$ cat src/rtl/tub_bp_pkg.sv
// Shared types and constants for the trigger-utility-board backplane loader.
// Pin indices locate the serial pins on the crate backplane connector.
package tub_bp_pkg;

    localparam int DIV_W = 8;

    localparam int PIN_SCLK   = 3;
    localparam int PIN_SDATA  = 4;
    localparam int PIN_SLATCH = 5;
    localparam int PIN_SDIN   = 6;

    typedef enum logic [2:0] {
        ST_IDLE,
        ST_SHIFT_LO,
        ST_SHIFT_HI,
        ST_LATCH,
        ST_DONE
    } state_e;

endpackage

$ cat src/rtl/tub_bp_clkdiv.sv
// Terminal-count divider: ticks on every DIV-th enabled cycle.
// Clear forces the count back to zero so each phase starts aligned.
module tub_bp_clkdiv
    import tub_bp_pkg::*;
#(
    parameter int DIV = 4
) (
    input  logic clk,
    input  logic rst_n,
    input  logic clr,
    input  logic en,
    output logic tick
);

    localparam logic [DIV_W-1:0] TC = DIV_W'(DIV - 1);

    logic [DIV_W-1:0] cnt_q;
    logic [DIV_W-1:0] cnt_d;

    always_comb begin
        tick  = en && (cnt_q == TC);
        cnt_d = cnt_q;
        if (clr) begin
            cnt_d = '0;
        end else if (tick) begin
            cnt_d = '0;
        end else if (en) begin
            cnt_d = cnt_q + DIV_W'(1);
        end
    end

    always_ff @(posedge clk or negedge rst_n) begin
        if (!rst_n) begin
            cnt_q <= '0;
        end else begin
            cnt_q <= cnt_d;
        end
    end

endmodule

$ cat src/rtl/tub_bp_serial_loader.sv
// Serial backplane loader: shifts a word out MSB-first on SCLK, pulses
// SLATCH, and captures the daisy-chained SDIN readback in the same pass.
module tub_bp_serial_loader
    import tub_bp_pkg::*;
#(
    parameter int WIDTH = 32,
    parameter int DIV   = 4
) (
    input  logic             CLK,
    input  logic             RST_N,
    input  logic [WIDTH-1:0] WR_DATA,
    input  logic             WR_VALID,
    output logic             READY,
    output logic             SCLK,
    output logic             SDATA,
    output logic             SLATCH,
    input  logic             SDIN,
    output logic [WIDTH-1:0] RD_DATA,
    output logic             DONE
);

    localparam int CNT_W = $clog2(WIDTH);

    state_e           state_q;
    state_e           state_d;
    logic [WIDTH-1:0] sreg_q;
    logic [WIDTH-1:0] sreg_d;
    logic [WIDTH-1:0] rreg_q;
    logic [WIDTH-1:0] rreg_d;
    logic [WIDTH-1:0] rd_q;
    logic [WIDTH-1:0] rd_d;
    logic [CNT_W-1:0] bcnt_q;
    logic [CNT_W-1:0] bcnt_d;
    logic             ready_q;
    logic             ready_d;
    logic             sclk_q;
    logic             sclk_d;
    logic             sdata_q;
    logic             sdata_d;
    logic             slatch_q;
    logic             slatch_d;
    logic             done_q;
    logic             done_d;
    logic             sdin1_q;
    logic             sdin1_d;
    logic             sdin2_q;
    logic             sdin2_d;
    logic             rise1_q;
    logic             rise1_d;
    logic             rise2_q;
    logic             rise2_d;
    logic             accept;
    logic             div_en;
    logic             tick;

    assign div_en = (state_q == ST_SHIFT_LO) ||
                    (state_q == ST_SHIFT_HI) ||
                    (state_q == ST_LATCH);

    tub_bp_clkdiv #(
        .DIV (DIV)
    ) u_clkdiv (
        .clk   (CLK),
        .rst_n (RST_N),
        .clr   (!div_en),
        .en    (div_en),
        .tick  (tick)
    );

    // Pins lag the state by one cycle, so READY gates acceptance too.
    assign accept = (state_q == ST_IDLE) && ready_q && WR_VALID;

    always_comb begin
        state_d = state_q;
        sreg_d  = sreg_q;
        bcnt_d  = bcnt_q;
        unique case (state_q)
            ST_IDLE: begin
                if (accept) begin
                    sreg_d  = WR_DATA;
                    bcnt_d  = CNT_W'(WIDTH - 1);
                    state_d = ST_SHIFT_LO;
                end
            end
            ST_SHIFT_LO: begin
                if (tick) begin
                    state_d = ST_SHIFT_HI;
                end
            end
            ST_SHIFT_HI: begin
                if (tick) begin
                    if (bcnt_q == '0) begin
                        state_d = ST_LATCH;
                    end else begin
                        bcnt_d  = bcnt_q - CNT_W'(1);
                        sreg_d  = {sreg_q[WIDTH-2:0], 1'b0};
                        state_d = ST_SHIFT_LO;
                    end
                end
            end
            ST_LATCH: begin
                if (tick) begin
                    state_d = ST_DONE;
                end
            end
            ST_DONE: begin
                state_d = ST_IDLE;
            end
            default: begin
                state_d = ST_IDLE;
            end
        endcase
    end

    always_comb begin
        ready_d  = (state_q == ST_IDLE) && (state_d == ST_IDLE);
        sclk_d   = (state_q == ST_SHIFT_HI);
        slatch_d = (state_q == ST_LATCH);
        done_d   = (state_q == ST_DONE);
        sdata_d  = 1'b0;
        if (state_q == ST_SHIFT_LO) begin
            sdata_d = sreg_q[WIDTH-1];
        end else if (state_q == ST_SHIFT_HI) begin
            sdata_d = sdata_q;
        end
    end

    // SDIN passes two sync flops; the rise flag is delayed to match so
    // the captured bit is the one present before the SCLK rising edge.
    always_comb begin
        sdin1_d = SDIN;
        sdin2_d = sdin1_q;
        rise1_d = sclk_d && !sclk_q;
        rise2_d = rise1_q;
        rreg_d  = rreg_q;
        if (accept) begin
            rreg_d = '0;
        end else if (rise2_q) begin
            rreg_d = {rreg_q[WIDTH-2:0], sdin2_q};
        end
        rd_d = done_d ? rreg_d : rd_q;
    end

    always_ff @(posedge CLK or negedge RST_N) begin
        if (!RST_N) begin
            state_q  <= ST_IDLE;
            sreg_q   <= '0;
            rreg_q   <= '0;
            rd_q     <= '0;
            bcnt_q   <= '0;
            ready_q  <= 1'b1;
            sclk_q   <= 1'b0;
            sdata_q  <= 1'b0;
            slatch_q <= 1'b0;
            done_q   <= 1'b0;
            sdin1_q  <= 1'b0;
            sdin2_q  <= 1'b0;
            rise1_q  <= 1'b0;
            rise2_q  <= 1'b0;
        end else begin
            state_q  <= state_d;
            sreg_q   <= sreg_d;
            rreg_q   <= rreg_d;
            rd_q     <= rd_d;
            bcnt_q   <= bcnt_d;
            ready_q  <= ready_d;
            sclk_q   <= sclk_d;
            sdata_q  <= sdata_d;
            slatch_q <= slatch_d;
            done_q   <= done_d;
            sdin1_q  <= sdin1_d;
            sdin2_q  <= sdin2_d;
            rise1_q  <= rise1_d;
            rise2_q  <= rise2_d;
        end
    end

    assign READY   = ready_q;
    assign SCLK    = sclk_q;
    assign SDATA   = sdata_q;
    assign SLATCH  = slatch_q;
    assign RD_DATA = rd_q;
    assign DONE    = done_q;

endmodule

$ cat config.mk
export PLATFORM = sky130hd
export DESIGN_NAME = tub_bp_serial_loader
export DESIGN_NICKNAME = d
export VERILOG_FILES = /design/src/rtl/tub_bp_pkg.sv /design/src/rtl/tub_bp_clkdiv.sv /design/src/rtl/tub_bp_serial_loader.sv
export SDC_FILE = /design/constraint.sdc
export NUM_CORES = 1
export LEC_CHECK = 0
export ABC_AREA = 0
export BUFFER_PORTS_ARGS = -buffer_cell sky130_fd_sc_hd__buf_2
export CORE_UTILIZATION = 35
export DETAILED_ROUTE_END_ITERATION = 6
export PLACE_DENSITY = 0.52
export SLEW_MARGIN = 20
export SYNTH_ARGS = -nofsm -noshare
export SYNTH_HDL_FRONTEND = slang
export SYNTH_SLANG_ARGS = --single-unit
$ cat constraint.sdc
create_clock -name CLK -period 3.1 [get_ports CLK]
set_clock_uncertainty 0.1 [all_clocks]
set_input_delay 0.31 -clock CLK [delete_from_list [all_inputs] [get_ports CLK]]
set_output_delay 0.31 -clock CLK [all_outputs]
set_load 0.1 [all_outputs]
Yosys cells after proc, flatten, opt, wreduce, memory -nomap -nowiden
Index checks and enable logic that the tools add are counted.

operators by class
  eq/ne operators = 9
  bitwise operators = 0
  shifts and indexed selects = 0
  multiply operators = 0
  divide/modulo/power cells = 0
  mux-type cells = 20
  add/sub/neg operators = 2
  order comparisons = 0
  reductions and logical operators = 13

operator list
  operator                                             count
  2-to-1 mux 32 bit                                    5
  case mux 32 bit (2 select lines)                     1
  2-to-1 mux 8 bit                                     2
  2-to-1 mux 5 bit                                     3
  2-to-1 mux 3 bit                                     4
  case mux 3 bit (4 select lines)                      1
  case mux 5 bit (2 select lines)                      1
  adder 8 x 1 -> 8 bit, second input constant          1
  equality test 8 x 2 -> 1 bit, second input constant  1
  equality test 3 x 2 -> 1 bit, second input constant  2
  logical NOT 3 bit                                    2
  logical AND 1 bit                                    5
  logical NOT 5 bit                                    1
  subtractor 5 x 1 -> 5 bit, second input constant     1
  != test 2 x 1 -> 1 bit, second input constant        2
  != test 2 bit, second input constant                 2
  AND reduction 4 bit                                  1
  equality test 3 x 1 -> 1 bit, second input constant  1
  equality test 3 bit, second input constant           1
  logical OR 1 bit                                     2
  2-to-1 mux 1 bit                                     2
  2-to-1 mux 2 bit                                     1
  nonzero test 2 bit                                   1
  logical NOT 1 bit                                    1

storage, ports and cells
  memories = 0
  output and inout bits = 37
  bits in registers = 121
  bits in latches = 0
  bits in writable memories = 0
  input bits = 36
  ROM bits = 0

Logic depth before layout (Yosys ltp)
  word-level depth = 8
  gate-level depth with buffers = 8
  gate-level depth less buffers = 6

Hierarchy
A second synthesis with hierarchy kept.

unflattened totals
  cell total of the unflattened synthesis = 505
  area total of the unflattened synthesis = 5479.0 um^2

by module, submodules not included
  module                area each (um^2)  cells each  times used
  tub_bp_serial_loader  5043.6            462         1
  tub_bp_clkdiv         435.4             43          1

Worst setup path before layout
OpenSTA, ideal clock, no wires.

  path kind = reg2reg
  from = register bcnt_q[0]
  to = register sreg_q[21]
  buffers on the path = 2
  stages on the path, launching flop included = 9
  path slack = 1.206 ns
  arrival time = 1.673 ns
  period minus slack after synthesis = 1.894 ns
  library setup time = 0.121 ns
  cells stage by stage = dfrtp_1 > inv_1 > ha_1 > or4b_4 > and4_1 > buf_6 > buf_6 > nor3_2 > nor2_1

between the ends
  cells in the longest elaborated chain, start to end = 3

RTL lines
  item                           line                         RTL
  start, declared                tub_bp_serial_loader.sv:32   logic [CNT_W-1:0] bcnt_q;
  start signal, assigned         tub_bp_serial_loader.sv:165  bcnt_q <= bcnt_d;
  logical NOT 5 bit              tub_bp_serial_loader.sv:92   if (bcnt_q == '0) begin
  != test 2 bit (no line)        n/a
  AND reduction 4 bit (no line)  n/a
  end signal, assigned           tub_bp_serial_loader.sv:162  sreg_q <= sreg_d;
  end, declared                  tub_bp_serial_loader.sv:26   logic [WIDTH-1:0] sreg_q;

No other way between the ends.
A chain may end at the register's enable or synchronous reset.

Worst setup path after layout
  from = register u_clkdiv.cnt_q[0]
  to = register sreg_q[19]

between the ends
  cells in the longest elaborated chain, start to end = 4

RTL lines
  item                              line                 RTL
  start, declared                   tub_bp_clkdiv.sv:17  logic [DIV_W-1:0] cnt_q;
  start signal, assigned            tub_bp_clkdiv.sv:36  cnt_q <= cnt_d;
  equality test 8 x 2 -> 1 bit      tub_bp_clkdiv.sv:21  tick = en && (cnt_q == TC);
  logical AND 1 bit                 tub_bp_clkdiv.sv:21
  != test 2 x 1 -> 1 bit (no line)  n/a
  AND reduction 4 bit (no line)     n/a

No other way between the ends.

==> reports/summary.md <==
Clocking
* 0 — Resized cells post-CTS
* yes — TritonCTS clock tree
* 17 — number of buffers added by the clock tree synthesis step
* 50 ps — clock edge transition at the registers on the reported setup and hold paths
* clkbuf_16 — clk root buf
* 2 — Max Root-Sink Buffers
* 410 ps — clock latency on the worst-skew pair
* 4 — htree depth
* 121 — number of clock sinks

Logic synthesis
* 448 — Mapped Cells
* 0.608 — share of synthesized area occupied by flip-flops and latches
* dfrtp_1, nor2_1, a21oi_1 — most instantiated cells after synthesis
* 4980 µm² — Mapped Area
* 0.603 — portion of synthesized cell area occupied by the leading cell type
* 0 — number of synthesized flops with an enable pin
* dfrtp_1 — dominant cell by count in the synthesized netlist
* 0 — count of synthesis-stage warnings from yosys
* dfrtp_1 — most used flip-flop cell after synthesis
* 1.00 — proportion of synthesized flip-flops having asynchronous set or reset
* 32 — number of distinct standard cells referenced by the synthesized netlist
* 11.1 µm² — average cell area after synthesis
* dfrtp_1 — cell type contributing the most total cell area after synthesis
* dfrtp_1, nor2_1, mux2i_1 — dominant cells by area after synthesis
* 487 — Post-Syn Nets
* 121 — Seq cells post-synth

Floorplanning
* 14700 µm² — full die area
* 121 µm — die extent in y
* 121 µm — overall die width
* 43 — Std-Cell Rows
* 0.359 — effective utilization at floorplan
* 13900 µm² — Core ar.
* 73 — number of ports placed on the die boundary

Hold path
* input pin to flop — classification of the worst-slack hold path

Run
* 0 — count of maximum capacitance violations

Timing
* 908 ps — Worst-Margin Slew
* false — unrepaired setup endpoints after global routing
* 0.789 — share of the cycle needed by the critical path after routing
* 409 MHz — Max Fclk
* 0 ps — setup_tns
* 0 — Max Slew Vio Count
* 0.395 — Rel. slew slack
* 0 — Final Hold Violating Endpoints
* 2450 ps — crit path time final
* 0 — total setup violations reported at the end of the flow

Final layout
* 24.6% — signed area change from the synthesized netlist to the final layout
* 0.283 — proportion of layout cells with a drive suffix above 1
* 0 — number of diodes
* 0.447 — Post-Route Utilization
* 561 — net total in the final layout

Route
* 4.82 — per-cell via count in the routed design
* 172 — drt first-iter violations
* 9.85 mm — overall routed net length
* 0 — post-route antenna net violation count
* 3440 — via count
* 0 — DRC violation count after routing
* 4 — first-pass detailed-route iteration total
* 13.8 µm — post-DR wirelength/cell

Power and ir drop
* 2.94 nW — leakage power of the design
* 606 nW/µm² — PwrDens
* 0.375 mV — Peak supply drop

Worst setup path
* u_clkdiv.cnt_q[0]$_DFF_PN0_ — Critical Path Start
* 2640 ps — data arrival time of the critical path
* 6 — worst reg2reg path depth
* 650 ps — reg-to-reg slack, setup
* flop to flop — worst setup path category
* flop — kind of start point of the critical path
* sreg_q[19]$_DFFE_PN0P_ — end point of the critical path
* flop — crit end category
* sreg_q[19]$_DFFE_PN0P_ — Reg2Reg Capture Point
* 3290 ps — required arrival time at the worst endpoint
* u_clkdiv.cnt_q[0]$_DFF_PN0_ — reg-to-reg startpoint
* 21 — worst-path fanout max

Global routing
* 17.5 mm — global-route wire length before repair
* 0 — number of antenna violations at the first check in global routing
* 3614 — vias in the first global route
* 63 — largest net degree at the start of global routing
* 0.154 — gr usage total
* 0 — total congestion overflow after global routing

Run status
* completed — outcome

Placement
* 0.776 — global placer's final weighted congestion
* 72 — IO buf count
* 6.24 mm — total half-perimeter wirelength after legalization and detailed placement

==> cell families (layout without fill, tap and decap cells) <==
group	after synthesis	after routing	share of synthesized area
multiplexers	33	33	0.0663
XOR/XNOR	6	6	0.0106
flip-flops	121	121	0.608
AO/OA/AOI/OAI	74	74	0.0832
AND/OR/NAND/NOR	178	178	0.191
buffers and inverters	33	119	0.0327
adder cells (fa/ha/maj)	3	3	0.00754
==> metrics by stage <==
stage               instance area, µm²  worst slack [ps]  cells  total power [mW]  hold slack (ps)
floorplan                         4980              1210    448              1.62            -85.6
global placement                  5530               713    680              1.68              231
detailed placement                5530               587    680              1.68              235
CTS                               6200               601    714              3.82             61.1
global route                      6200               368    714              3.90             75.1
finish                            6200               655    714              3.76             80.2
==> cell type report <==
type                       count  area, µm²
clock buffer                  23        498
clock inverter                 8        140
fill                        1335       7680
inverter                       3       11.3
multi-input combinational    294       1790
sequential                   121       3030
tap                          180        225
timing repair buffer          85        505
==> cell usage in the layout, fill, tap and decap left out, drive strengths merged, types with 2 or more instances in the layout <==
cell type and count:
a21oi 38, and2 5, and3 5, buf 82, bufinv 4, clkbuf 23
clkinv 4, dfrtp 120, dlygate4sd3 3, ha 3, inv 3, mux2i 33
nand2 6, nand3 8, nor2 110, nor2b 3, nor3 33, nor3b 2
o21ai 3, o22ai 31, or3 2, xor2 5
==> worst min-delay path by stage <==
stage	cells after the start	from	to	slack (ps)
2_1_floorplan	0	RST_N	DONE$_DFF_PN0_	-90
4_1_cts	3	WR_DATA[26]	sreg_q[26]$_DFFE_PN0P_	60
5_1_grt	3	WR_DATA[26]	sreg_q[26]$_DFFE_PN0P_	80
3_3_place_gp	0	rise1_q$_DFF_PN0_	rise2_q$_DFF_PN0_	230
3_5_place_dp	0	sdin1_q$_DFF_PN0_	sdin2_q$_DFF_PN0_	230
6_report	3	WR_DATA[26]	sreg_q[26]$_DFFE_PN0P_	80
==> where the power goes <==
group / internal [mW] / total [mW] / leakage [nW] / switching (mW)
registers: 1.59 / 1.59 / 1.50 / 0.00239
clock network: 1.44 / 2.10 / 0.319 / 0.663
logic: 0.0246 / 0.0672 / 1.12 / 0.0426
total: 3.05 / 3.76 / 2.94 / 0.708
==> what timing repair did <==
item / in CTS / in global routing
endpoints found under the hold margin: 61 / 0
hold buffers: 3 / 0
buffers inserted: 0 / 0
setup endpoints to repair: 0 / 0
==> flip-flops by register name, indices dropped and copies added (netlist names) <==
signal / flops
SCLK: 1
sdin1_q: 1
RD_DATA: 32
SDATA: 1
rreg_q: 32
bcnt_q: 5
sdin2_q: 1
sreg_q: 32
READY: 1
rise2_q: 1
DONE: 1
rise1_q: 1
SLATCH: 1
state_q: 3
u_clkdiv.cnt_q: 8
==> worst max-delay path: stages, from the launching register on <==
cell and delay [ps]:
dfrtp_1 390, ha_1 250, nor3b_1 410, nand4_2 540, buf_4 410, o22ai_1 160
nor2_1 70
==> metal layers <==
layer	share of wire	wire, µm	track usage
met2	0.47	4670	0.242
met3	0.034	336	0.0395
met1	0.47	4610	0.196
met5	0	0	0
met4	0.024	236	0.0826
Power figures use the tool's default switching activity.
